File: config.mk
export PLATFORM = sky130hd
export DESIGN_NAME = uart_rx_fifo
export DESIGN_NICKNAME = d
export VERILOG_FILES = /design/src/rtl/uart_rx_fifo.sv
export SDC_FILE = /design/constraint.sdc
export NUM_CORES = 1
export LEC_CHECK = 0
export ABC_AREA = 1
export ABC_CLOCK_PERIOD_IN_PS = 4100
export BUFFER_PORTS_ARGS = -buffer_cell sky130_fd_sc_hd__buf_2
export CAP_MARGIN = 20
export CORE_AREA = 4 4 94 104
export CTS_BUF_LIST = sky130_fd_sc_hd__clkbuf_16
export DETAILED_ROUTE_END_ITERATION = 7
export DIE_AREA = 0 0 98 108
export SLEW_MARGIN = 5
export SYNTH_ARGS = -nofsm -noshare
export SYNTH_HDL_FRONTEND = slang
export SYNTH_SLANG_ARGS = --single-unit
File: constraint.sdc
create_clock -name CLK -period 4.1 [get_ports CLK]
set_input_delay 0.41 -clock CLK [delete_from_list [all_inputs] [get_ports CLK]]
set_output_delay 0.41 -clock CLK [all_outputs]
set_load 0.01 [all_outputs]
File: src/rtl/uart_rx_fifo.sv
// 8N1 UART receiver feeding a small byte FIFO with strobe/ack output.
// Framing errors and FIFO overruns are reported as one-cycle pulses.
module uart_rx_fifo #(
    parameter int CLKS_PER_BIT = 104,
    parameter int FIFO_DEPTH   = 4
) (
    input  logic       CLK,
    input  logic       RST,
    input  logic       rx,
    output logic [7:0] o_data,
    output logic       o_stb,
    input  logic       i_ack,
    output logic       frame_err,
    output logic       overrun
);

    localparam int TW = $clog2(CLKS_PER_BIT);
    localparam int PW = $clog2(FIFO_DEPTH);
    localparam logic [TW-1:0] T_HALF   = TW'(CLKS_PER_BIT / 2);
    localparam logic [TW-1:0] T_LAST   = TW'(CLKS_PER_BIT - 1);
    localparam logic [PW:0]   CNT_FULL = (PW + 1)'(FIFO_DEPTH);

    typedef enum logic [2:0] {
        S_IDLE,
        S_START,
        S_DATA,
        S_STOP,
        S_WAIT_HIGH
    } state_t;

    state_t          state;
    logic            rx_meta;
    logic            rx_s;
    logic [TW-1:0]   timer;
    logic [2:0]      bit_idx;
    logic [7:0]      shift;

    logic [7:0]      mem [FIFO_DEPTH];
    logic [PW-1:0]   wr_ptr;
    logic [PW-1:0]   rd_ptr;
    logic [PW:0]     count;

    logic            bit_end;
    logic            push_req;
    logic            pop;
    logic            full;
    logic            wr_en;

    assign bit_end  = (timer == T_LAST);
    assign push_req = (state == S_STOP) && bit_end && rx_s;
    assign pop      = o_stb && i_ack;
    assign full     = (count == CNT_FULL);
    assign wr_en    = push_req && (!full || pop);
    assign o_stb    = (count != '0);
    assign o_data   = mem[rd_ptr];

    always_ff @(posedge CLK or posedge RST) begin
        if (RST) begin
            rx_meta <= 1'b1;
            rx_s    <= 1'b1;
        end else begin
            rx_meta <= rx;
            rx_s    <= rx_meta;
        end
    end

    always_ff @(posedge CLK or posedge RST) begin
        if (RST) begin
            state     <= S_IDLE;
            timer     <= '0;
            bit_idx   <= '0;
            shift     <= '0;
            frame_err <= 1'b0;
        end else begin
            frame_err <= 1'b0;
            unique case (state)
                S_IDLE: begin
                    if (!rx_s) begin
                        timer <= '0;
                        state <= S_START;
                    end
                end
                S_START: begin
                    if (timer == T_HALF) begin
                        timer   <= '0;
                        bit_idx <= '0;
                        state   <= rx_s ? S_IDLE : S_DATA;
                    end else begin
                        timer <= timer + 1'b1;
                    end
                end
                S_DATA: begin
                    if (bit_end) begin
                        shift[bit_idx] <= rx_s;
                        timer          <= '0;
                        if (bit_idx == 3'd7) begin
                            state <= S_STOP;
                        end else begin
                            bit_idx <= bit_idx + 1'b1;
                        end
                    end else begin
                        timer <= timer + 1'b1;
                    end
                end
                S_STOP: begin
                    if (bit_end) begin
                        timer <= '0;
                        if (rx_s) begin
                            state <= S_IDLE;
                        end else begin
                            frame_err <= 1'b1;
                            state     <= S_WAIT_HIGH;
                        end
                    end else begin
                        timer <= timer + 1'b1;
                    end
                end
                S_WAIT_HIGH: begin
                    if (rx_s) state <= S_IDLE;
                end
                default: state <= S_IDLE;
            endcase
        end
    end

    // A push into a full FIFO still lands when the head is popped that cycle
    always_ff @(posedge CLK or posedge RST) begin
        if (RST) begin
            for (int i = 0; i < FIFO_DEPTH; i++) mem[i] <= '0;
            wr_ptr  <= '0;
            rd_ptr  <= '0;
            count   <= '0;
            overrun <= 1'b0;
        end else begin
            overrun <= push_req && full && !pop;
            if (wr_en) begin
                mem[wr_ptr] <= shift;
                wr_ptr      <= wr_ptr + 1'b1;
            end
            if (pop) rd_ptr <= rd_ptr + 1'b1;
            if (wr_en && !pop) begin
                count <= count + 1'b1;
            end else if (!wr_en && pop) begin
                count <= count - 1'b1;
            end
        end
    end

endmodule

======== Yosys cells after proc, flatten, opt, wreduce, memory -nomap -nowiden ========
Index checks and enable logic that the tools add are counted.
storage, ports and cells
  flip-flop bits (word level) ............. 64
  bits in latches ......................... 0
  RAM bits ................................ 0
  memory bits (read-only) ................. 0
  input bits .............................. 4
  output and inout bits ................... 11
  word-level logic and storage cells ...... 98
  memories kept ........................... 0
operators by class
  add/sub/neg operators ................... 6
  $mul .................................... 0
  div/mod/pow operators ................... 0
  order comparisons ....................... 5
  equality and inequality tests ........... 15
  shift operators ......................... 0
  muxes and demuxes ....................... 31
  bitwise gates (word level) .............. 2
  reduce and logical (&&, ||, !) cells .... 24
operators with widths
  kind                                                                           number
  3-bit two-way mux                                                              12
  32-bit bitwise mux                                                             1
  8-bit two-way mux                                                              3
  7-bit two-way mux                                                              3
  7-bit case mux with 3 select lines                                             1
  8-bit binary-select mux with 2-bit select                                      1
  8-bit demux with 2-bit select                                                  1
  3-bit case mux with 5 select lines                                             1
  2-bit inequality test (second input constant)                                  7
  1-bit logical AND                                                              10
  3-bit == test (second input constant)                                          3
  8-bit bitwise mux                                                              1
  7-bit by 1-bit adder with 7-bit output (second input constant)                 1
  7-bit by 6-bit == test with 1-bit output (second input constant)               1
  7-bit == test (second input constant)                                          1
  3-bit by 1-bit adder with 3-bit output (second input constant)                 2
  3-bit by 2-bit == test with 1-bit output (second input constant)               2
  3-bit greater-or-equal comparator (second input constant)                      2
  2-bit NOT with 3-bit output                                                    2
  3-bit case mux with 2 select lines                                             1
  6-bit AND reduction                                                            1
  3-bit nonzero test                                                             2
  2-bit by 1-bit adder with 2-bit output (second input constant)                 2
  3-bit by 4-bit less-than comparator with 1-bit output (second input constant)  1
  other kinds (14)                                                               21

======== Logic depth before layout (Yosys ltp) ========
Gate-level depths: netlist of the first run.
  depth after elaboration ................. 8
  mapped depth ............................ 14
  mapped depth without buffers ............ 14

======== Worst setup path before layout of the first run ========
OpenSTA, ideal clock, no wires.
  path type ............................... flip-flop to flip-flop
  start ................................... register timer[0]
  end ..................................... register count[2]
  library setup time ...................... 79 ps
  arrival time ............................ 2,149 ps
  data required time ...................... 4,021 ps
  path slack .............................. 1,872 ps
  cell stages (with the launch flop) ...... 15
  path buffers ............................ 0
  clock period less this slack ............ 2,228 ps
  cell sequence ........................... dfrtp_1 ha_1 nand2_1 inv_1 nand3_4 nor2_8 nand2_2 clkinv_1 ha_1 inv_1 fa_1 nor2_1 nor2_1 nand2_1 xor2_1
on the way
  cells in the longest elaborated chain, start to end .. 7
  elaborated cells on any way between the ends .. 9
  classes of those cells .................. eq/ne: 1; mux: 1; reduce/logical: 7
RTL lines
  element                              RTL line  RTL
  start, declared                      34        logic [TW-1:0] timer;
  start signal, assigned               89        timer <= timer + 1'b1;
  start signal, assigned               102       timer <= timer + 1'b1;
  start signal, assigned               115       timer <= timer + 1'b1;
  7-bit == test (*)                    49        assign bit_end = (timer == T_LAST);
  1-bit logical AND (*) (2 in series)  50        assign push_req = (state == S_STOP) && bit_end && rx_s;
  1-bit logical AND (*)                53        assign wr_en = push_req && (!full || pop);
  via wr_en                            47        logic wr_en;
  1-bit zero test                      143       end else if (!wr_en && pop) begin
  1-bit logical AND                    143
  2-bit nonzero test (no source line)  --
  end signal, assigned                 142       count <= count + 1'b1;
  end signal, assigned                 144       count <= count - 1'b1;
  end, declared                        41        logic [PW:0] count;
Mark *: on every way through the listed nets, which the timed path passes. The rest lies on a longest branch.
A chain may end at the register's enable or synchronous reset.

======== Worst setup path after layout of the first run ========
  start ................................... register rx_s
  end ..................................... register count[2]
on the way
  cells in the longest elaborated chain, start to end .. 5
  elaborated cells on any way between the ends .. 7
  classes of those cells .................. mux: 1; reduce/logical: 6
RTL lines
  element                              RTL line  RTL
  start, declared                      33        logic rx_s;
  start signal, assigned               63        rx_s <= rx_meta;
  1-bit logical AND (*)                50
  1-bit logical AND (*)                53
  via wr_en                            47
  1-bit zero test                      143
  1-bit logical AND                    143
  2-bit nonzero test (no source line)  --
Marked as above.

==> results.json, run 1 <==
{
  "outcome": "complete, no violations",
  "yosysTopAreaCell": "dfrtp_1",
  "met2_usage_pct": 26.5,
  "p_clk_share_pct": 43.1,
  "grtUsageTotal_pct": 15.6,
  "mostFrequentLayoutCells": "127 x nand2_1, 62 x dfrtp_1, 48 x nand4_1",
  "synth_area_leaders": "dfrtp_1 46%, nand2_1 14%, nand4_1 8.8%",
  "vias_per_cell": 5.06,
  "nNetsFinal": 435,
  "grt_pass1_vias": 2693,
  "initial_core_util_pct": 38.8,
  "num_rows": 36,
  "rsz0062_at_grt": "no",
  "syn_area_per_cell_um2": 8.27,
  "async_flop_share_pct": 100,
  "die-area_mm2": 0.0106,
  "worst_pin_slew_ns": 0.871,
  "tritoncts": "built",
  "die_h_um": 108,
  "power_density_mw_per_mm2": 483,
  "grt_pass1_wl_um": 13300,
  "place_area_mm2": 0.00352,
  "dr.pass1.iters": 4,
  "cp_data_required_time_ns": 4.35,
  "cts-root-buf": "clkbuf_16",
  "cts_setup_buffers": 0,
  "ff2ff_path_depth": 11,
  "synth_seq_area_share_pct": 47.1,
  "use_met3_pct": 2.77,
  "final_cells": 540,
  "dp_slack_ns": 1.48,
  "drc": 0,
  "drtIter0Drc": 135,
  "grt_max_degree": 41,
  "power_frac_comb_pct": 18.3,
  "timing.rr.end": "count[2]$_DFFE_PP0P_",
  "wire_per_inst_um": 13.8,
  "ir_drop_mv": 0.209,
  "ys_ff_latch": 64,
  "met1_usage_pct": 20.3,
  "hold_path_end": "rx_meta$_DFF_PP1_",
  "htree_levels": 3,
  "synth_cell_types": 29,
  "num_vias": 2735,
  "fin_ws_ns": 1.45,
  "cap_violations": 0,
  "yosysWarnings": 0,
  "worst-setup-path-type": "register to register",
  "antenna_found_initial": 0,
  "switchingPower_uw": 542,
  "clock_latency_ns": 0.33,
  "fillCellCount": 887,
  "worstPathMaxFanout": 37,
  "drive_gt1_share_pct": 10.8,
  "worstPathArrival_ns": 2.90,
  "p_leak_uw": 0.00198,
  "max_freq_ghz": 0.378,
  "ctsLongestPathBuffers": 2,
  "grt-ovfl-total": 0,
  "synth_top_flop_cell": "dfrtp_1",
  "internal_power_uw": 1310,
  "die_width_um": 98,
  "maxSlewViolCount": 0,
  "sw_frac_of_total_pct": 29.2,
  "ff2ff_setup_slack_ns": 1.45,
  "top_usage_layer": "met2",
  "io_buffers": 14,
  "post-dp-hpwl_um": 5120,
  "synth.top_cell.area_share_pct": 45.5,
  "hold_buffers": 0,
  "area_delta_synth_final_pct": 12.5,
  "dp.cells": 524,
  "clock_sink_count": 64,
  "io_pins": 15,
  "syn-instance-count": 412,
  "layout_commonest_cell": "nand2_1",
  "critPathCaptureType": "register",
  "worst_hold_startpoint": "rx",
  "setup_viol": 0,
  "r2r_start": "rx_s$_DFF_PP1_",
  "wirelength_um": 7430,
  "cp-start-kind": "register",
  "fin_area_mm2": 0.00383,
  "tns_ns": 0,
  "postCtsResizedCells": 0,
  "syn_nets": 426,
  "coreArea_mm2": 0.00878,
  "post-route-min-period_ns": 2.65,
  "cts-buffers-inserted": 9,
  "finalHoldViolCount": 0,
  "hold_depth": 1,
  "synth_edf_count": 0,
  "relSlewSlack_pct": 41.8,
  "syn-cell-area_mm2": 0.00341,
  "gp_congestion": 0.769,
  "n_antenna_cell": 0,
  "seqPwrFrac_pct": 38.6,
  "fin_crit_sh_pct": 64.5,
  "hold_class": "input pin to register",
  "antenna_left": 0,
  "clk_pin_slew_worst_paths_ns": 0.05,
  "skew_ns": 0.0110
}
## metrics by stage
stage / hold slack, ns / util [%] / total power (µW)
5_1_grt: 0.180 / 43.6 / 1960
3_5_place_dp: 0.347 / 40.1 / 1070
4_1_cts: 0.178 / 43.6 / 1870
2_1_floorplan: 0.345 / - / 954
3_3_place_gp: 0.351 / 40.1 / 1060
6_report: 0.183 / 43.6 / 1850
## final cells by class
type	instances	area [µm²]	share of cell area, %
Clock buffer	9	225	5.87
Clock inverter	7	86.3	2.25
Inverter	31	116	3.04
Multi-Input combinational cell	299	1570	41.1
Sequential cell	64	1600	41.8
Tap cell	114	143	3.72
Timing Repair Buffer	16	85.1	2.22
## synthesized netlist by cell type (3+ instances only)
| library cell | count |
|---|---|
| nand3_1 | 22 |
| nand2_1 | 127 |
| o21ai_0 | 19 |
| o22ai_1 | 8 |
| clkbuf_2 | 4 |
| buf_8 | 3 |
| inv_1 | 29 |
| nand3_4 | 5 |
| xor2_1 | 6 |
| clkbuf_1 | 8 |
| nor2_1 | 40 |
| nand4_1 | 48 |
| ha_1 | 9 |
| dfrtp_1 | 62 |
## state kept, by name, indices dropped and copies added, names as in the netlist
register	cells
bit_idx	3
timer	7
rd_ptr	2
state	3
rx_s	1
shift	8
rx_meta	1
wr_ptr	2
overrun	1
count	3
mem	32
frame_err	1
## power groups by stage
| stage | Sequential (µW) | Combinational (µW) | Clock, µW |
|---|---|---|---|
| after detailed placement | 726 | 345 | 0 |
| after global placement | 725 | 338 | 0 |
| after floorplan | 683 | 272 | 0 |
| after CTS | 715 | 346 | 811 |
| after global routing | 724 | 391 | 841 |
| final | 715 | 340 | 799 |
## critical path, stage by stage (launching register included)
cell and delay [ns]:
dfstp_2 0.68, nand4_2 0.22, nor2_8 0.50, nand2_2 0.12, clkinv_1 0.10, ha_1 0.13, inv_1 0.06, fa_1 0.38
nor2_1 0.11, nor2_1 0.04, nand2_1 0.07, xor2_1 0.14
## per-layer routing
| layer | wire length (µm) | vias up | share of wire (%) |
|---|---|---|---|
| met3 | 250 | 11 | 3.4 |
| met2 | 3630 | 32 | 49 |
| met4 | 90 | 0 | 1.2 |
| li1 | - | 1401 | - |
| met1 | 3460 | 1291 | 47 |
| met5 | 0 | - | 0 |
## logic make-up (layout without fill, tap and decap cells)
group           Yosys count  count (layout)  synth area share (%)
compound gates           30              30                  4.77
xor+xnor                  7               7                  1.80
fa+ha+maj                10              10                  3.89
buf+inv                  49              63                  6.75
flops                    64              64                  47.1
simple gates            252             252                  35.7
## how the worst max path moves through the flow
stage / start / end / slack, ns / depth (start not counted)
final: rx_s$_DFF_PP1_ / count[2]$_DFFE_PP0P_ / 1.45 / 11
after global routing: timer[1]$_DFFE_PP0P_ / count[2]$_DFFE_PP0P_ / 1.19 / 14
after CTS: rx_s$_DFF_PP1_ / count[2]$_DFFE_PP0P_ / 1.47 / 11
after detailed placement: rx_s$_DFF_PP1_ / count[2]$_DFFE_PP0P_ / 1.48 / 11
after global placement: rx_s$_DFF_PP1_ / count[2]$_DFFE_PP0P_ / 1.56 / 11
after floorplan: timer[0]$_DFFE_PP0P_ / count[2]$_DFFE_PP0P_ / 1.87 / 14
No activity file was read; power rests on OpenSTA's default activity.
==> run 2: changes to the inputs <==
Settings changed: ABC_CLOCK_PERIOD_IN_PS 4100 to 2600.
Clock period 4.1 ns to 2.6 ns, I/O delays scaled along.
==> results.json, run 2 (synthesis results as in run 1) <==
{
  "area_delta_synth_final_pct": 13.0,
  "io_pins": 15,
  "mostFrequentLayoutCells": "127 x nand2_1, 62 x dfrtp_1, 48 x nand4_1",
  "tns_ns": 0,
  "critPathCaptureType": "register",
  "reg_top3": "mem (32), shift (8), timer (7)",
  "rsz0062_at_grt": "no",
  "cpMaxStageDelayCell": "dfstp_2",
  "drc": 0,
  "gp_congestion": 0.777,
  "crit_chain": "nand4_2 -> nor2_8 -> nand2_2 -> clkinv_1 -> ha_1 -> inv_1 -> fa_1 -> nor2_1 -> nor2_1 -> nand2_1 -> xor2_1",
  "cp_data_required_time_ns": 2.85,
  "seqPwrFrac_pct": 37.7,
  "power_frac_comb_pct": 20.1,
  "cts_setup_buffers": 0,
  "post-dp-hpwl_um": 5100,
  "max_freq_ghz": 0.450,
  "critical-path-top-delay-family": "simple AND/OR/NAND/NOR gates",
  "worstPathArrival_ns": 2.47,
  "skew_ns": 0.00321,
  "grt_max_degree": 38,
  "grt-ovfl-total": 0,
  "drtIter0Drc": 98,
  "power_density_mw_per_mm2": 754,
  "wirelength_um": 7420,
  "drive_gt1_share_pct": 10.5,
  "n_antenna_cell": 0,
  "initial_core_util_pct": 38.8,
  "die-area_mm2": 0.0106,
  "final_cells": 541,
  "die_h_um": 108,
  "num_vias": 2788,
  "coreArea_mm2": 0.00878,
  "grt_pass1_vias": 2750,
  "hold_buffers": 0,
  "tritoncts": "built",
  "cap_violations": 0,
  "fin_crit_sh_pct": 85.4,
  "cts-buffers-inserted": 9,
  "p_clk_share_pct": 42.2,
  "internal_power_uw": 2070,
  "timing.rr.end": "count[2]$_DFFE_PP0P_",
  "htree_levels": 3,
  "outcome": "complete, no violations",
  "antenna_found_initial": 0,
  "crit_start": "rx_s$_DFF_PP1_",
  "num_rows": 36,
  "cts-root-buf": "clkbuf_16",
  "worst-setup-path-type": "register to register",
  "layout_commonest_cell": "nand2_1",
  "ff2ff_path_depth": 11,
  "wire_per_inst_um": 13.7,
  "dr.pass1.iters": 4,
  "crit_buf_inv": 2,
  "die_width_um": 98,
  "worstPathMaxFanout": 13,
  "largest_reg_flops": 32,
  "postCtsResizedCells": 0,
  "maxSlewViolCount": 0,
  "top_register": "mem",
  "nNetsFinal": 437,
  "switchingPower_uw": 834,
  "ctsLongestPathBuffers": 2,
  "worst_pin_slew_ns": 0.611,
  "finalHoldViolCount": 0,
  "r2r_start": "rx_s$_DFF_PP1_",
  "ff2ff_setup_slack_ns": 0.38,
  "antenna_left": 0,
  "fillCellCount": 894,
  "relSlewSlack_pct": 59.2,
  "cp_common_cell": "nor2_1",
  "sw_frac_of_total_pct": 28.7,
  "p_leak_uw": 0.00200,
  "slowest_delay_ns": 0.66,
  "clk_pin_slew_worst_paths_ns": 0.05,
  "post-route-min-period_ns": 2.22,
  "hold_class": "input pin to asynchronous set/reset pin",
  "ir_drop_mv": 0.321,
  "io_buffers": 14,
  "dp.cells": 526,
  "clock_latency_ns": 0.33,
  "grtUsageTotal_pct": 15.8,
  "grt_pass1_wl_um": 13400,
  "clock_sink_count": 64,
  "cp-start-kind": "register",
  "vias_per_cell": 5.15,
  "setup_viol": 0
}
==> run 2: changes by cell type in the layout (fill, tap and decap cells not counted), sizes merged <==
cell      before  now
buf           16   18
clkinv         5    4
clkinvlp       1    0
inv           30   31
==> run 2: cell type report <==
cell class                      count  area [µm²]  share of cell area (%)
Sequential cell                    64        1600                    41.7
Multi-Input combinational cell    299        1570                    40.9
Clock buffer                        9         225                    5.85
Tap cell                          114         143                    3.70
Inverter                           31         116                    3.02
Timing Repair Buffer               18         113                    2.92
Clock inverter                      6        76.3                    1.98
==> run 2: through the flow <==
step	utilization (%)	setup WS, ns	hold WS [ns]	total power, µW	instance area (µm²)
2_1_floorplan	-	0.372	0.264	1500	3410
3_3_place_gp	40.4	0.465	0.354	1700	3550
3_5_place_dp	40.4	0.395	0.354	1700	3550
4_1_cts	43.8	0.375	0.0224	2940	3850
5_1_grt	43.8	0.143	0.0305	3080	3850
6_report	43.8	0.379	0.00736	2910	3850
==> run 2: power groups by stage <==
stage | Sequential (µW) | Combinational, µW | Clock, µW
after floorplan | 1080 | 428 | 0
after global placement | 1110 | 592 | 0
after detailed placement | 1110 | 594 | 0
after CTS | 1090 | 595 | 1250
after global routing | 1100 | 673 | 1310
final | 1090 | 584 | 1230
==> run 2: routing by layer <==
layer / vias to the layer above / wire length (µm) / GRT usage [%]
met3: 11 / 383 / 3.61
met2: 60 / 3700 / 26.8
met4: 0 / 121 / 6.73
met1: 1310 / 3220 / 19.4
li1: 1407 / - / -
met5: - / 0 / 0
==> run 2: how the worst max path moves through the flow <==
stage | end | cells after the start | slack (ns)
after detailed placement | count[2]$_DFFE_PP0P_ | 14 | 0.40
final | count[2]$_DFFE_PP0P_ | 11 | 0.38
after global routing | count[2]$_DFFE_PP0P_ | 14 | 0.14
after floorplan | count[2]$_DFFE_PP0P_ | 14 | 0.37
after global placement | count[2]$_DFFE_PP0P_ | 11 | 0.46
after CTS | count[2]$_DFFE_PP0P_ | 14 | 0.38
==> run 2: worst reg2reg max path, cell delays in order (launching register included) <==
cell and delay, ns:
dfstp_2 0.66, nand4_2 0.22, nor2_8 0.16, nand2_2 0.07
clkinv_1 0.07, ha_1 0.14, inv_1 0.07, fa_1 0.39
nor2_1 0.12, nor2_1 0.04, nand2_1 0.07, xor2_1 0.14
==> run 3: changes to the inputs <==
Settings changed: CORE_AREA 4 4 94 104 to 4 4 62 106, DIE_AREA 0 0 98 108 to 0 0 66 110, PLACE_DENSITY from default to 0.77.
==> results.json, run 3 (synthesis results as in run 1) <==
{
  "outcome": "complete, but fails checks",
  "violations": "hold timing",
  "wirelength_um": 7030,
  "hold_class": "input pin to asynchronous set/reset pin",
  "cts_setup_buffers": 0,
  "nNetsFinal": 437,
  "tns_ns": 0,
  "relSlewSlack_pct": 60.8,
  "dr.pass1.iters": 4,
  "utilization_pct": 67.2,
  "drc": 0,
  "reg_top3": "mem (32), shift (8), timer (7)",
  "coreArea_mm2": 0.00563,
  "post-route-min-period_ns": 2.27,
  "grt-ovfl-total": 0,
  "antenna_left": 0,
  "drive_gt1_share_pct": 10.3,
  "num_vias": 2805,
  "grt_pass1_wl_um": 12600,
  "fin_ws_ns": 0.335,
  "worst_pin_slew_ns": 0.587,
  "dp.cells": 488,
  "grt_pass1_vias": 2746,
  "drtIter0Drc": 223,
  "whs_ns": -0.0197,
  "skew_ns": 0.00420,
  "hold_buffers": 0,
  "area_delta_synth_final_pct": 10.9,
  "antenna_found_initial": 0,
  "final_cells": 504,
  "grt_max_degree": 65,
  "ir_drop_mv": 0.493,
  "fin_crit_sh_pct": 87.1,
  "ff2ff_path_depth": 14,
  "die-area_mm2": 0.00726,
  "grtUsageTotal_pct": 23.0,
  "htree_levels": 3,
  "power_density_mw_per_mm2": 738,
  "io_buffers": 14,
  "setup_viol": 0,
  "layout_commonest_cell": "nand2_1",
  "p_leak_uw": 0.00199,
  "max_freq_ghz": 0.441,
  "cp-start-kind": "register",
  "fin_area_mm2": 0.00378,
  "critPathCaptureType": "output port",
  "cpMaxStageDelayCell": "dfrtp_1",
  "gp_congestion": 0.883,
  "io_pins": 15,
  "ff2ff_setup_slack_ns": 0.35,
  "critical-path-top-delay-family": "flip-flops",
  "cts-root-buf": "clkbuf_16",
  "cp_data_required_time_ns": 2.34,
  "dp_slack_ns": 0.367,
  "post-dp-hpwl_um": 5000,
  "maxSlewViolCount": 0,
  "finalHoldViolCount": 7,
  "top_register": "mem",
  "clock_latency_ns": 0.33,
  "cts-buffers-inserted": 9,
  "tritoncts": "built",
  "rsz0062_at_grt": "no",
  "clk_pin_slew_worst_paths_ns": 0.05,
  "ctsLongestPathBuffers": 2,
  "die_width_um": 66,
  "slowest_delay_ns": 0.71,
  "crit_buf_inv": 2,
  "num_rows": 36,
  "crit_chain": "inv_1 -> o21ai_0 -> o22ai_1 -> buf_2",
  "r2r_start": "timer[1]$_DFFE_PP0P_",
  "worstPathArrival_ns": 2.01,
  "largest_reg_flops": 32,
  "mostFrequentLayoutCells": "127 x nand2_1, 62 x dfrtp_1, 48 x nand4_1",
  "postCtsResizedCells": 0,
  "cap_violations": 0,
  "n_antenna_cell": 0,
  "wire_per_inst_um": 14.0,
  "vias_per_cell": 5.57,
  "place_area_mm2": 0.00350,
  "worstPathMaxFanout": 18,
  "initial_core_util_pct": 60.5,
  "die_h_um": 110,
  "clock_sink_count": 64,
  "worst-setup-path-type": "register to output port",
  "fillCellCount": 468,
  "timing.rr.end": "count[2]$_DFFE_PP0P_"
}
-- run 3: cell types whose count changed in the layout (fill, tap and decap cells not counted) --
| cell | delta |
|---|---|
| bufinv_16 | -1 |
| clkinv_1 | +2 |
-- run 3: routing by layer --
layer / wire (µm) / track usage [%]
met3: 280 / 5.98
met4: 185 / 9.59
met1: 2720 / 25.5
met2: 3850 / 41.1
met5: 0 / 0
-- run 3: worst max-delay path by stage --
stage | from | to | slack, ns | depth (start not counted)
final | rd_ptr[0]$_DFFE_PP0P_ | o_data[2] | 0.33 | 4
after global routing | rd_ptr[0]$_DFFE_PP0P_ | o_data[2] | 0.13 | 4
after CTS | timer[1]$_DFFE_PP0P_ | count[2]$_DFFE_PP0P_ | 0.34 | 14
after detailed placement | timer[1]$_DFFE_PP0P_ | count[2]$_DFFE_PP0P_ | 0.37 | 14
after global placement | timer[1]$_DFFE_PP0P_ | count[2]$_DFFE_PP0P_ | 0.49 | 14
after floorplan | timer[0]$_DFFE_PP0P_ | count[2]$_DFFE_PP0P_ | 0.37 | 14
-- run 3: through the flow --
step	hold slack, ns	total power, µW
2_1_floorplan	0.264	1500
3_3_place_gp	0.348	1670
3_5_place_dp	0.353	1690
4_1_cts	0.000746	2820
5_1_grt	0.0249	2930
6_report	-0.0197	2790
-- run 3: worst register-to-register path, stage by stage, from the launching register on --
cell and delay, ns:
dfrtp_1 0.39, ha_1 0.22, nand2_1 0.07, inv_1 0.09
nand3_4 0.16, nor2_8 0.12, nand2_2 0.07, clkinv_1 0.08
ha_1 0.14, inv_1 0.06, fa_1 0.38, nor2_1 0.11
nor2_1 0.05, nand2_1 0.07, xor2_1 0.15
-- run 3: area by class of cell --
cell class | count | area [µm²] | share of cell area [%]
Clock buffer | 9 | 225 | 5.96
Clock inverter | 7 | 53.8 | 1.42
Inverter | 31 | 116 | 3.08
Multi-Input combinational cell | 299 | 1570 | 41.6
Sequential cell | 64 | 1600 | 42.4
Tap cell | 76 | 95.1 | 2.51
Timing Repair Buffer | 18 | 113 | 2.98
-- run 3: power breakdown --
part           internal, µW  switching, µW  leakage (µW)  total, µW
logic                   202            337      0.000985        539
registers              1040           87.0      0.000860       1130
clock network           721            401      0.000141       1120
